<file path="config.mk">
export PLATFORM = sky130hd
export DESIGN_NAME = gated_sample_fifo
export DESIGN_NICKNAME = d
export VERILOG_FILES = /design/src/rtl/gated_sample_pkg.sv /design/src/rtl/gated_sample_mem.sv /design/src/rtl/gated_sample_fifo.sv
export SDC_FILE = /design/constraint.sdc
export NUM_CORES = 1
export LEC_CHECK = 0
export CELL_PAD_IN_SITES_DETAIL_PLACEMENT = 1
export CELL_PAD_IN_SITES_GLOBAL_PLACEMENT = 1
export CORE_UTILIZATION = 37
export DETAILED_ROUTE_END_ITERATION = 8
export PLACE_DENSITY_LB_ADDON = 0.15
export SLEW_MARGIN = 20
export SYNTH_ARGS = -nofsm -noshare
export SYNTH_HDL_FRONTEND = slang
export SYNTH_SLANG_ARGS = --single-unit
</file>
<file path="constraint.sdc">
create_clock -name clk -period 1.9 [get_ports clk]
set_input_delay 0.38 -clock clk [delete_from_list [all_inputs] [get_ports clk]]
set_output_delay 0.38 -clock clk [all_outputs]
set_load 0.02 [all_outputs]
</file>
<file path="src/rtl/gated_sample_pkg.sv">
// Shared defaults and index types for the gated sample FIFO.
// Imported by the FIFO top and its storage array.
package gated_sample_pkg;

    localparam int WIDTH_DEF = 3;
    localparam int DEPTH_DEF = 4;
    localparam int PTR_W_DEF = $clog2(DEPTH_DEF);

    typedef logic [PTR_W_DEF-1:0] ptr_t;
    typedef logic [PTR_W_DEF:0]   cnt_t;

endpackage

</file>
<file path="src/rtl/gated_sample_mem.sv">
// DEPTH x WIDTH register array for the gated sample FIFO.
// Synchronous write port, asynchronous read port, no reset.
module gated_sample_mem
    import gated_sample_pkg::*;
#(
    parameter int WIDTH = WIDTH_DEF,
    parameter int DEPTH = DEPTH_DEF,
    parameter int ADDR_W = $clog2(DEPTH)
) (
    input  logic              clk,
    input  logic              we_i,
    input  logic [ADDR_W-1:0] waddr_i,
    input  logic [WIDTH-1:0]  wdata_i,
    input  logic [ADDR_W-1:0] raddr_i,
    output logic [WIDTH-1:0]  rdata_o
);

    logic [WIDTH-1:0] mem_q [DEPTH];

    // Store the incoming word at the write address.
    always_ff @(posedge clk) begin
        if (we_i) begin
            mem_q[waddr_i] <= wdata_i;
        end
    end

    assign rdata_o = mem_q[raddr_i];

endmodule

</file>
<file path="src/rtl/gated_sample_fifo.sv">
// First-word-fall-through FIFO fed by the enable-gated capture stage.
// One sample per clock while in_en is high; drops are flagged stickily.
module gated_sample_fifo
    import gated_sample_pkg::*;
#(
    parameter int WIDTH = WIDTH_DEF,
    parameter int DEPTH = DEPTH_DEF,
    parameter int CNT_W = $clog2(DEPTH) + 1
) (
    input  logic             clk,
    input  logic             rst,
    input  logic             in_en,
    input  logic [WIDTH-1:0] in_data,
    output logic             out_valid,
    input  logic             out_ready,
    output logic [WIDTH-1:0] out_data,
    output logic [CNT_W-1:0] count,
    output logic             full,
    output logic             empty,
    output logic             overflow
);

    localparam int PTR_W = $clog2(DEPTH);
    localparam logic [CNT_W-1:0] FULL_CNT = CNT_W'(DEPTH);

    logic [PTR_W-1:0] rd_ptr_q, rd_ptr_d;
    logic [PTR_W-1:0] wr_ptr_q, wr_ptr_d;
    logic [CNT_W-1:0] count_q, count_d;
    logic             overflow_q, overflow_d;
    logic             push, pop;
    logic [WIDTH-1:0] rdata;

    assign empty     = (count_q == '0);
    assign full      = (count_q == FULL_CNT);
    assign out_valid = ~empty;
    assign count     = count_q;
    assign overflow  = overflow_q;
    assign out_data  = out_valid ? rdata : '0;

    // A pop frees the head slot, so a push at full is still accepted.
    assign pop  = out_valid & out_ready;
    assign push = in_en & (~full | pop);

    gated_sample_mem #(
        .WIDTH (WIDTH),
        .DEPTH (DEPTH),
        .ADDR_W(PTR_W)
    ) u_mem (
        .clk    (clk),
        .we_i   (push & ~rst),
        .waddr_i(wr_ptr_q),
        .wdata_i(in_data),
        .raddr_i(rd_ptr_q),
        .rdata_o(rdata)
    );

    // Next pointers, occupancy and drop flag from the qualified events.
    always_comb begin
        rd_ptr_d   = rd_ptr_q;
        wr_ptr_d   = wr_ptr_q;
        count_d    = count_q;
        overflow_d = overflow_q;
        if (pop) begin
            rd_ptr_d = rd_ptr_q + PTR_W'(1);
        end
        if (push) begin
            wr_ptr_d = wr_ptr_q + PTR_W'(1);
        end
        unique case ({push, pop})
            2'b10:   count_d = count_q + CNT_W'(1);
            2'b01:   count_d = count_q - CNT_W'(1);
            default: count_d = count_q;
        endcase
        if (in_en & ~push) begin
            overflow_d = 1'b1;
        end
    end

    // Control state register; reset discards all entries.
    always_ff @(posedge clk) begin
        if (rst) begin
            rd_ptr_q   <= '0;
            wr_ptr_q   <= '0;
            count_q    <= '0;
            overflow_q <= 1'b0;
        end else begin
            rd_ptr_q   <= rd_ptr_d;
            wr_ptr_q   <= wr_ptr_d;
            count_q    <= count_d;
            overflow_q <= overflow_d;
        end
    end

endmodule

</file>
* Word-level counts from Yosys, hierarchy flattened *
Memories as Yosys holds them, arrays and structs flattened. A register that Yosys moved wholly into a read port is not among the register bits.
Cells that the tools add are included.

word-level totals
  bits in registers = 8
  RAM bits = 12
  input bits = 7
  output and inout port bits = 10
  memories = 1

memories
  memory       words  width  read ports  clocked after Yosys merged registers in  wr ports  RTL line                source
  u_mem.mem_q  4      3      1           1                                        1         gated_sample_mem.sv:18  logic [WIDTH-1:0] mem_q [DEPTH];

operators by class
  add/subtract/negate cells = 4
  equality and inequality tests = 3
  mux-type cells = 6
  bitwise operators = 9
  reductions and logical operators = 2

operator list
  kind                 count
  $pmux 3 s2           1
  $add 2x1->2 const B  2
  $and 1x1->1          4
  $mux 2               2
  $not 1->1            4
  $add 3x1->3 const B  1
  $eq 3x3->1 const B   1
  $logic_not 3->1      1
  $mux 3               1
  $sub 3x1->3 const B  1
  $eq 2x1->1 const B   1
  $eq 2x2->1 const B   1
  $mux 1               2
  $reduce_bool 2->1    1
  $or 1x1->1           1

* Logic depth before layout (Yosys ltp) *
Gate-level depths: netlist of run 1.

  word-level depth = 8
  mapped depth = 9

* By module *
Synthesis of run 1 repeated with hierarchy kept, for this count alone.

unflattened totals
  cell total of the unflattened synthesis = 69
  area total of the unflattened synthesis = 909.6 um2

modules (own cells, without submodules)
  module             instances  cells an instance  area an instance (um2)  seq. area each (um2)
  gated_sample_mem   1          19                 470.5                   360.3
  gated_sample_fifo  1          50                 439.2                   160.2

* Worst setup path after synthesis of run 1 *
No wires, ideal clock.

  kind = register to register
  start point = register count_q[2] (netlist: count[2])
  end point = register count_q[2] (netlist: count[2])
  library setup time = 0.072 ns
  arrival time = 2.506 ns
  slack = -0.678 ns
  cell stages (with the launch flop) = 10
  path buffers = 0
  period minus slack after synthesis = 2.578 ns
  cell sequence = dfxtp_1 > nor3b_2 > a21boi_2 > inv_2 > ha_1 > inv_1 > fa_1 > xor2_1 > or3_2 > a21oi_1

RTL lines
  element                                          RTL line                 source
  start: declaration                               gated_sample_fifo.sv:28  logic [CNT_W-1:0] count_q, count_d;
  start signal: assignment                         gated_sample_fifo.sv:89  count_q <= count_d;
  $eq 3x3->1 *                                     gated_sample_fifo.sv:34  assign full = (count_q == FULL_CNT);
  named net full                                   gated_sample_fifo.sv:18  output logic full,
  $not 1->1 *                                      gated_sample_fifo.sv:42  assign push = in_en & (~full | pop);
  $or 1x1->1 *                                     gated_sample_fifo.sv:42
  $and 1x1->1 *                                    gated_sample_fifo.sv:42
  $eq 2x1->1 or $eq 2x2->1 (tied branches)         gated_sample_fifo.sv:69  unique case ({push, pop})
  $pmux 3 s2 or $reduce_bool 2->1 (tied branches)  n/a

The timed path passes the listed nets; every way through them passes the cells marked *.
A chain may end at the register's enable or synchronous reset.

* Worst setup path after layout of run 1 *
  start point = register count_q[2] (netlist: count[2])
  end point = register count_q[2] (netlist: count[2])

between the ends
  longest elaborated chain between the ends = 7

RTL lines
  element                                          RTL line                 source
  $logic_not 3->1                                  gated_sample_fifo.sv:33  assign empty = (count_q == '0);
  $not 1->1                                        gated_sample_fifo.sv:35  assign out_valid = ~empty;
  $and 1x1->1                                      gated_sample_fifo.sv:41  assign pop = out_valid & out_ready;
  $or 1x1->1                                       gated_sample_fifo.sv:42
  $and 1x1->1                                      gated_sample_fifo.sv:42
  $eq 2x1->1 or $eq 2x2->1 (tied branches)         gated_sample_fifo.sv:69
  $pmux 3 s2 or $reduce_bool 2->1 (tied branches)  n/a

Parallel ways exist; a longest one is shown, timed or not.

==> results.sh, run 1 <==
export IMPL_dr_pass1_iters=1
export IMPL_synth_flop_cell="edfxtp_1"
export IMPL_num_vias=682
export IMPL_tightestPinTransition_ps=316
export IMPL_gp_congestion=0.702
export IMPL_post_synth_inst_count=76
export IMPL_synth_area_leader_cell="edfxtp_1"
export IMPL_drt_iter0_drc=0
export IMPL_htree_levels=1
export IMPL_crit_type="reg -> reg"
export IMPL_netlist_area_um2=1000
export IMPL_grt_pass1_wl_mm=2.98
export IMPL_antenna_found_initial=0
export IMPL_synth_most_common_cell="edfxtp_1"
export IMPL_die_y_um=54.0
export IMPL_final_setup_viol_count=3
export IMPL_synth_top_family_by_area="simple AND/OR/NAND/NOR gates"
export IMPL_hpwl_mm=1.50
export IMPL_arrival_ps=2220
export IMPL_clock_skew_ps=0.979
export IMPL_setup_slack_ps=-67.2
export IMPL_cp_max_fo=3
export IMPL_clk_latency_ps=310
export IMPL_power_frac_comb_pct=53.0
export IMPL_required_ps=2150
export IMPL_grt_max_degree=13
export IMPL_synth_enable_flop_cells=12
export IMPL_path_buf_inv=2
export IMPL_swShare_pct=36.7
export IMPL_yosysTopAreaCellShare_pct=36.0
export IMPL_drive_gt1_share_pct=42.0
export IMPL_cts_buffers=3
export IMPL_fin_cells=142
export IMPL_path_clk_slew_ps=110
export IMPL_grt_ovfl_total=0
export IMPL_yosys_top_cells_count="12 x edfxtp_1, 10 x dfxtp_1, 7 x inv_1, 7 x nor2_1"
export IMPL_crit_top_cell="inv_2"
export IMPL_via_per_inst=4.80
export IMPL_fp_coreArea_um2=2520
export IMPL_detail_route_wl_per_cell_um=14.0
export IMPL_violations="setup timing"
export IMPL_seq_power_share_pct=35.6
export IMPL_ios=17
export IMPL_first_global_vias=707
export IMPL_p_clk_share_pct=11.4
export IMPL_die_area_um2=2920
export IMPL_max_clock_freq_mhz=508
export IMPL_synth_cell_type_count=25
export IMPL_row_count=18
export IMPL_p_leak_nw=0.551
export IMPL_cts_tree="built"
export IMPL_end_kind="flop"
export IMPL_rsz0062_at_grt="true"
export IMPL_ys_ff_latch=22
export IMPL_insertedDiodeCount=0
export IMPL_clock_root_buffer="clkbuf_4"
export IMPL_min_path_type="reg -> reg"
export IMPL_synth_xor_area_share_pct=1.75
export IMPL_report_final_slew_viol_count=0
export IMPL_postSynthAreaPerCell_um2=13.2
export IMPL_hold_violations=0
export IMPL_dpl_cell_area_um2=1310
export IMPL_peakVddDrop_v=0.000851
export IMPL_p_sw_uw=678
export IMPL_die_w_um=54.0
export IMPL_cp_slowest_stage_delay_ps=390
export IMPL_wirelength_mm=1.99
export IMPL_p_per_area_nw_per_um2=1310
export IMPL_synthAdderAreaFrac_pct=8.25
export IMPL_yosysSeqAreaShare_pct=56.0
export IMPL_ys_top_cells_by_area="edfxtp_1 36%, dfxtp_1 20%, mux4_2 6.7%, ha_1 6.3%, nor3b_2 6.3%"
export IMPL_io_buffer_count=16
export IMPL_synth_warnings=0
export IMPL_synth_nets=89
export IMPL_p_int_mw=1.17
export IMPL_grtUsageTotal_pct=15.1
export IMPL_crit_slowest_cell="dfxtp_4"
export IMPL_placed_cells=132
export IMPL_route_detailed_drc=0
export IMPL_synthMuxAreaShare_pct=9.25
export IMPL_nNetsFinal=126
export IMPL_min_period_ps=1970
export IMPL_status="finished with violations"
export IMPL_start_util_pct=39.7
export IMPL_synth_compound_area_share_pct=5.75
export IMPL_synthArstFlopShare_pct=0
export IMPL_fin_crit_sh_pct=104
export IMPL_cts_sinks=22
export IMPL_yosys_area_share_simple_pct=15.6
export IMPL_syn_to_final_growth_pct=40.9
export IMPL_cap_violations=0
export IMPL_final_area_um2=1410
export IMPL_crit_chain="nor3b_4 > a21boi_2 > inv_2 > ha_4 > inv_2 > fa_2 > xor2_2 > or3_4 > a21oi_2"
export IMPL_ant_nets=0
export IMPL_cp_top_family="simple AND/OR/NAND/NOR gates"
export IMPL_crit_path_start_kind="flop"
export IMPL_slew_limit_headroom_pct=78.9
export IMPL_clockBufferDepth=2
==> sequential cells by signal, indices dropped and copies added, names as in the netlist, named ones only <==
register / count
u_mem.mem_q: 12
count: 3
rd_ptr_q: 2
wr_ptr_q: 2
overflow: 1
==> metrics by stage <==
step / setup slack (ps) / TNS [ps] / hold WS [ps] / util (%) / total power, mW
floorplan: -295 / -432 / 465 / - / 1.16
global placement: -455 / -2320 / 460 / 51.9 / 1.56
detailed placement: -518 / -2790 / 475 / 51.9 / 1.58
CTS: -99.8 / -233 / 501 / 53.0 / 1.75
global route: -144 / -394 / 540 / 55.9 / 1.98
finish: -67.2 / -163 / 511 / 55.9 / 1.85
==> area by class of cell <==
class                   instances  area [um^2]
fillers                       270         1110
flip-flops and latches         22          571
multi-input cells              45          457
repair buffers                 33          289
well taps                      30         37.5
inverters                       8         30.0
clock buffers                   3         22.5
clock inverters                 1         3.75
==> final timing paths <==
check	endpoint	depth (start not counted)	slack, ps	startpoint
max	count[2]	9	-70	count[2]
min	rd_ptr_q[1]	2	510	rd_ptr_q[1]
max reg2reg	count[2]	9	-70	count[2]
min reg2reg	rd_ptr_q[1]	2	510	rd_ptr_q[1]
==> worst register-to-register path, cell delays in order, from the launching register on <==
cell,delay [ps]
dfxtp_4,390
nor3b_4,220
a21boi_2,110
inv_2,90
ha_4,140
inv_2,30
fa_2,340
xor2_2,150
or3_4,320
a21oi_2,130
==> layer usage <==
metal	routed length (um)	share of wire [%]	global-route usage, %
met4	48	2.4	7.69
met5	0	0	0
met3	62	3.1	2.54
met2	1130	57	27.8
met1	752	38	16.5
==> power by group through the flow <==
stage	Combinational, mW	Clock, mW	Sequential, mW
after floorplan	0.465	0	0.690
after global placement	0.906	0	0.653
after detailed placement	0.921	0	0.661
after CTS	0.885	0.213	0.652
after global routing	1.08	0.236	0.669
final	0.979	0.211	0.657
==> logic make-up (layout without fill, tap and decap cells) <==
logic type                 count (synthesis)  after routing
adders and majority gates                  6              6
buffers and inverters                      9             45
AOI/OAI and AO/OA                         10             10
and+or+nand+nor                           22             22
muxes                                      5              5
xor gates and xnor gates                   2              2
DFF                                       22             22
==> layout by cell type (no fill, tap or decap), types with 2 or more instances in the layout <==
cell type,instances
nand2b_1,2
clkdlybuf4s50_1,9
clkbuf_4,3
and2b_1,2
buf_4,16
ha_1,4
buf_6,3
edfxtp_1,12
nor3b_2,4
dfxtp_1,6
o21ai_1,2
dlygate4sd2_1,2
or3_1,2
mux4_2,3
dfxtp_4,2
inv_1,5
dfxtp_2,2
inv_2,3
a21oi_1,4
nor2_1,6
==> timing repair <==
action / in CTS / in global routing
setup buffers: 1 / 5
hold buffers: 0 / 0
resized for setup: 18 / 12
pin swaps: 1 / 4
endpoints found under the setup margin: 7 / 7
No activity file was read; power rests on OpenSTA's default activity.
==> run 2: changes to the inputs <==
Settings changed: PLACE_DENSITY_LB_ADDON 0.15 to 0.1.
==> results.sh, run 2 (synthesis results as in run 1) <==
export IMPL_drive_gt1_share_pct=42.3
export IMPL_dp_slack_ps=-535
export IMPL_route_detailed_drc=0
export IMPL_syn_to_final_growth_pct=41.7
export IMPL_insertedDiodeCount=0
export IMPL_reg2reg_slack_ps=-60
export IMPL_ios=17
export IMPL_crit_path_start_kind="input pin"
export IMPL_num_vias=663
export IMPL_fin_crit_sh_pct=103
export IMPL_dr_pass1_iters=2
export IMPL_nNetsFinal=125
export IMPL_clockBufferDepth=2
export IMPL_path_clk_slew_ps=110
export IMPL_antenna_found_initial=0
export IMPL_fillerInstances=265
export IMPL_fp_coreArea_um2=2520
export IMPL_first_global_vias=627
export IMPL_via_per_inst=4.70
export IMPL_grt_pass1_wl_mm=2.79
export IMPL_cts_sinks=22
export IMPL_r2r_start="count[2]"
export IMPL_die_w_um=54.0
export IMPL_clock_skew_ps=6.50
export IMPL_violations="setup timing"
export IMPL_cts_buffers=3
export IMPL_min_path_type="reg -> reg"
export IMPL_required_ps=2130
export IMPL_layout_commonest_cell="buf_4"
export IMPL_cap_violations=0
export IMPL_endpoint="count[2]"
export IMPL_mostFrequentLayoutCells="14 x buf_4, 12 x edfxtp_1, 9 x clkdlybuf4s50_1"
export IMPL_wirelength_mm=1.89
export IMPL_end_kind="flop"
export IMPL_clock_root_buffer="clkbuf_4"
export IMPL_grt_ovfl_total=0
export IMPL_io_buffer_count=16
export IMPL_min_period_ps=1970
export IMPL_placed_cells=132
export IMPL_start_util_pct=39.7
export IMPL_drt_iter0_drc=4
export IMPL_cts_tree="built"
export IMPL_largest_reg_flops=12
export IMPL_setup_slack_ps=-65.9
export IMPL_r2r_end="count[2]"
export IMPL_die_y_um=54.0
export IMPL_row_count=18
export IMPL_max_clock_freq_mhz=509
export IMPL_hold_violations=0
export IMPL_hpwl_mm=1.45
export IMPL_ant_nets=0
export IMPL_tightestPinTransition_ps=307
export IMPL_fin_cells=141
export IMPL_setup_worst_path_start="in_en"
export IMPL_status="finished with violations"
export IMPL_largest_register="u_mem.mem_q"
export IMPL_detail_route_wl_per_cell_um=13.4
export IMPL_final_setup_viol_count=2
export IMPL_p_leak_nw=0.556
export IMPL_cp_max_fo=2
export IMPL_peakVddDrop_v=0.000975
export IMPL_report_final_slew_viol_count=0
export IMPL_rsz0062_at_grt="true"
export IMPL_die_area_um2=2920
export IMPL_slew_limit_headroom_pct=79.4
export IMPL_grt_max_degree=13
export IMPL_p_per_area_nw_per_um2=1340
export IMPL_arrival_ps=2200
export IMPL_reg2reg_depth=9
export IMPL_crit_type="in -> reg"
export IMPL_htree_levels=1
export IMPL_clk_latency_ps=300
export IMPL_grtUsageTotal_pct=14.1
export IMPL_gp_congestion=0.712
## run 2: cell count changes in the layout (fill, tap and decap cells not counted), sizes merged
cell and delta:
clkinv -1, clkdlybuf4s15 -1, buf -1, dlygate4sd2 +1, clkbuf +1
## run 2: layer usage
layer / part of all wire (%) / global-route usage, % / vias to the layer above
met4: 0.79 / 6.41 / 0
met2: 54 / 25.9 / 11
met5: 0 / 0 / -
li1: - / - / 335
met3: 3.1 / 2.54 / 2
met1: 42 / 15.7 / 315
## run 2: layout make-up
cell class	instances	area (um^2)	area share, %
timing repair buffer	32	290	20.5
sequential	22	571	40.2
clock buffer	4	26.3	1.85
multi-input combinational	45	464	32.7
inverter	8	30.0	2.12
tap	30	37.5	2.65
## run 2: per-stage QoR
step	total power, mW	TNS (ps)	util, %	hold slack [ps]	cell area, um^2
floorplan	1.16	-432	-	465	1030
global placement	1.56	-2320	51.9	461	1310
detailed placement	1.59	-3020	51.9	476	1310
CTS	1.77	-268	53.0	504	1340
global route	2.05	-346	56.3	536	1420
finish	1.90	-76.0	56.3	494	1420
## run 2: worst max-delay path, stage by stage
cell,delay [ps]
clkdlybuf4s50_1,430
a21boi_2,180
inv_2,90
ha_4,130
inv_2,30
fa_2,340
xor2_2,150
or3_4,330
a21oi_2,120
## run 2: worst min-delay path by stage
stage	from	end	slack, ps	cells after the start
3_5_place_dp	overflow	overflow	480	2
2_1_floorplan	rd_ptr_q[1]	flop	460	2
3_3_place_gp	overflow	overflow	460	2
5_1_grt	overflow	overflow	540	2
4_1_cts	overflow	overflow	500	2
6_report	overflow	overflow	490	2
## run 2: where the power goes
group	switching, mW	total [mW]	internal (mW)
clock	0.130	0.211	0.0817
combinational	0.494	1.04	0.542
sequential	0.0733	0.654	0.581
## run 2: timing repair
action / in CTS / in global routing
pin swaps: 1 / 4
buffers inserted: 1 / 4
resized for setup: 18 / 16
hold buffers: 0 / 0
setup endpoints to repair: 8 / 7
==> run 3: changes to the inputs <==
Settings changed: CTS_BUF_LIST set to sky130_fd_sc_hd__clkbuf_16.
==> results.sh, run 3 (synthesis results as in run 1) <==
export IMPL_grtUsageTotal_pct=15.7
export IMPL_die_area_um2=2920
export IMPL_nNetsFinal=127
export IMPL_cts_sinks=22
export IMPL_drive_gt1_share_pct=41.6
export IMPL_syn_to_final_growth_pct=43.9
export IMPL_violations="setup timing"
export IMPL_die_y_um=54.0
export IMPL_p_leak_nw=0.574
export IMPL_slew_limit_headroom_pct=79.2
export IMPL_largest_reg_flops=12
export IMPL_peakVddDrop_v=0.000895
export IMPL_rsz0062_at_grt="true"
export IMPL_hold_buffers=0
export IMPL_status="finished with violations"
export IMPL_holdCritStartpoint="overflow"
export IMPL_seq_power_share_pct=32.8
export IMPL_layout_commonest_cell="buf_4"
export IMPL_path_clk_slew_ps=50
export IMPL_report_final_slew_viol_count=0
export IMPL_htree_levels=1
export IMPL_hold_violations=0
export IMPL_drt_iter0_drc=8
export IMPL_hpwl_mm=1.45
export IMPL_r2r_start="count[2]"
export IMPL_tightestPinTransition_ps=311
export IMPL_ant_nets=0
export IMPL_end_kind="flop"
export IMPL_wirelength_mm=2.05
export IMPL_reg2reg_slack_ps=-20
export IMPL_fin_crit_sh_pct=101
export IMPL_p_sw_uw=700
export IMPL_reg2reg_depth=9
export IMPL_cts_buffers=3
export IMPL_setup_slack_ps=-22.0
export IMPL_p_clk_share_pct=21.4
export IMPL_num_vias=692
export IMPL_max_clock_freq_mhz=520
export IMPL_clk_latency_ps=250
export IMPL_required_ps=2080
export IMPL_fin_util_pct=57.1
export IMPL_dr_pass1_iters=4
export IMPL_mostFrequentLayoutCells="18 x buf_4, 12 x edfxtp_1, 8 x clkdlybuf4s50_1"
export IMPL_arrival_ps=2100
export IMPL_antenna_found_initial=0
export IMPL_detail_route_wl_per_cell_um=14.3
export IMPL_first_global_vias=661
export IMPL_cp_max_fo=3
export IMPL_ios=17
export IMPL_die_w_um=54.0
export IMPL_crit_path_start_kind="flop"
export IMPL_finalSetupTns_ps=-22.0
export IMPL_design_power_total_mw=2.02
export IMPL_cap_violations=0
export IMPL_largest_register="u_mem.mem_q"
export IMPL_power_frac_comb_pct=45.8
export IMPL_clock_root_buffer="clkbuf_16"
export IMPL_swShare_pct=34.6
export IMPL_holdPathEnd="overflow"
export IMPL_p_int_mw=1.32
export IMPL_gp_congestion=0.712
export IMPL_grt_max_degree=13
export IMPL_min_delay_path_depth=2
export IMPL_insertedDiodeCount=0
export IMPL_fp_coreArea_um2=2520
export IMPL_final_setup_viol_count=1
export IMPL_r2r_end="count[2]"
export IMPL_crit_type="reg -> reg"
export IMPL_io_buffer_count=16
export IMPL_p_per_area_nw_per_um2=1400
export IMPL_via_per_inst=4.84
export IMPL_grt_pass1_wl_mm=3.06
export IMPL_min_period_ps=1920
export IMPL_clock_skew_ps=5.53
export IMPL_route_detailed_drc=0
export IMPL_grt_ovfl_total=0
export IMPL_min_path_type="reg -> reg"
export IMPL_cts_tree="built"
export IMPL_row_count=18
export IMPL_clockBufferDepth=2
export IMPL_start_util_pct=39.7
-- run 3: cell count changes in the layout (fill, tap and decap cells not counted), sizes merged --
cell | before | now
clkdlybuf4s50 | 9 | 8
dlygate4sd2 | 3 | 5
buf | 19 | 21
clkbuf | 4 | 3
inv | 8 | 9
dlymetal6s2s | 1 | 0
-- run 3: worst max-delay path, cell delays in order (launching register included) --
cell and delay (ps):
dfxtp_4 370, nor3b_4 200, a21boi_2 90, inv_2 90, ha_4 130, inv_2 30
fa_2 320, xor2_1 150, or3_4 330, a21oi_2 120
-- run 3: how the worst max path moves through the flow --
stage | start | end | slack [ps] | cells past startpoint
after floorplan | count[2] | count[2] | -300 | 9
after global placement | out_ready | count[2] | -460 | 9
after global routing | count[2] | count[2] | -90 | 9
after CTS | flop | out_data[1] | -10 | 3
after detailed placement | out_ready | count[2] | -530 | 9
final | count[2] | count[2] | -20 | 9
-- run 3: repair_timing --
action | 4_1_cts | 5_1_grt
gates resized for setup | 22 | 2
setup buffers | 4 | 3
pin swaps | 5 | 1
endpoints found under the setup margin | 8 | 3
-- run 3: power by group through the flow --
stage	Clock, mW	Sequential [mW]	Combinational (mW)
finish	0.432	0.664	0.927
global route	0.473	0.671	1.02
CTS	0.446	0.661	0.936
detailed placement	0	0.656	0.930
global placement	0	0.653	0.906
floorplan	0	0.690	0.465
-- run 3: layout make-up --
class,instances,area [um^2]
well taps,30,37.5
clock buffers,3,75.1
inverters,8,30.0
multi-input cells,45,449
fillers,268,1080
repair buffers,34,274
flip-flops and latches,22,571
clock inverters,1,3.75
-- run 3: routing by layer --
metal / part of all wire (%) / up-vias / track usage, %
li1: - / 342 / -
met1: 41 / 327 / 17.6
met2: 54 / 18 / 27.8
met3: 3.4 / 5 / 1.98
met4: 2.0 / 0 / 9.83
met5: 0 / - / 0
-- run 3: metrics by stage --
stage / worst slack, ps / instances / hold slack (ps) / cell area (um^2)
CTS: -10.7 / 140 / 487 / 1430
finish: -22.0 / 143 / 488 / 1440
global route: -89.1 / 143 / 513 / 1440
floorplan: -295 / 76 / 465 / 1030
detailed placement: -535 / 132 / 476 / 1310
global placement: -457 / 132 / 461 / 1310
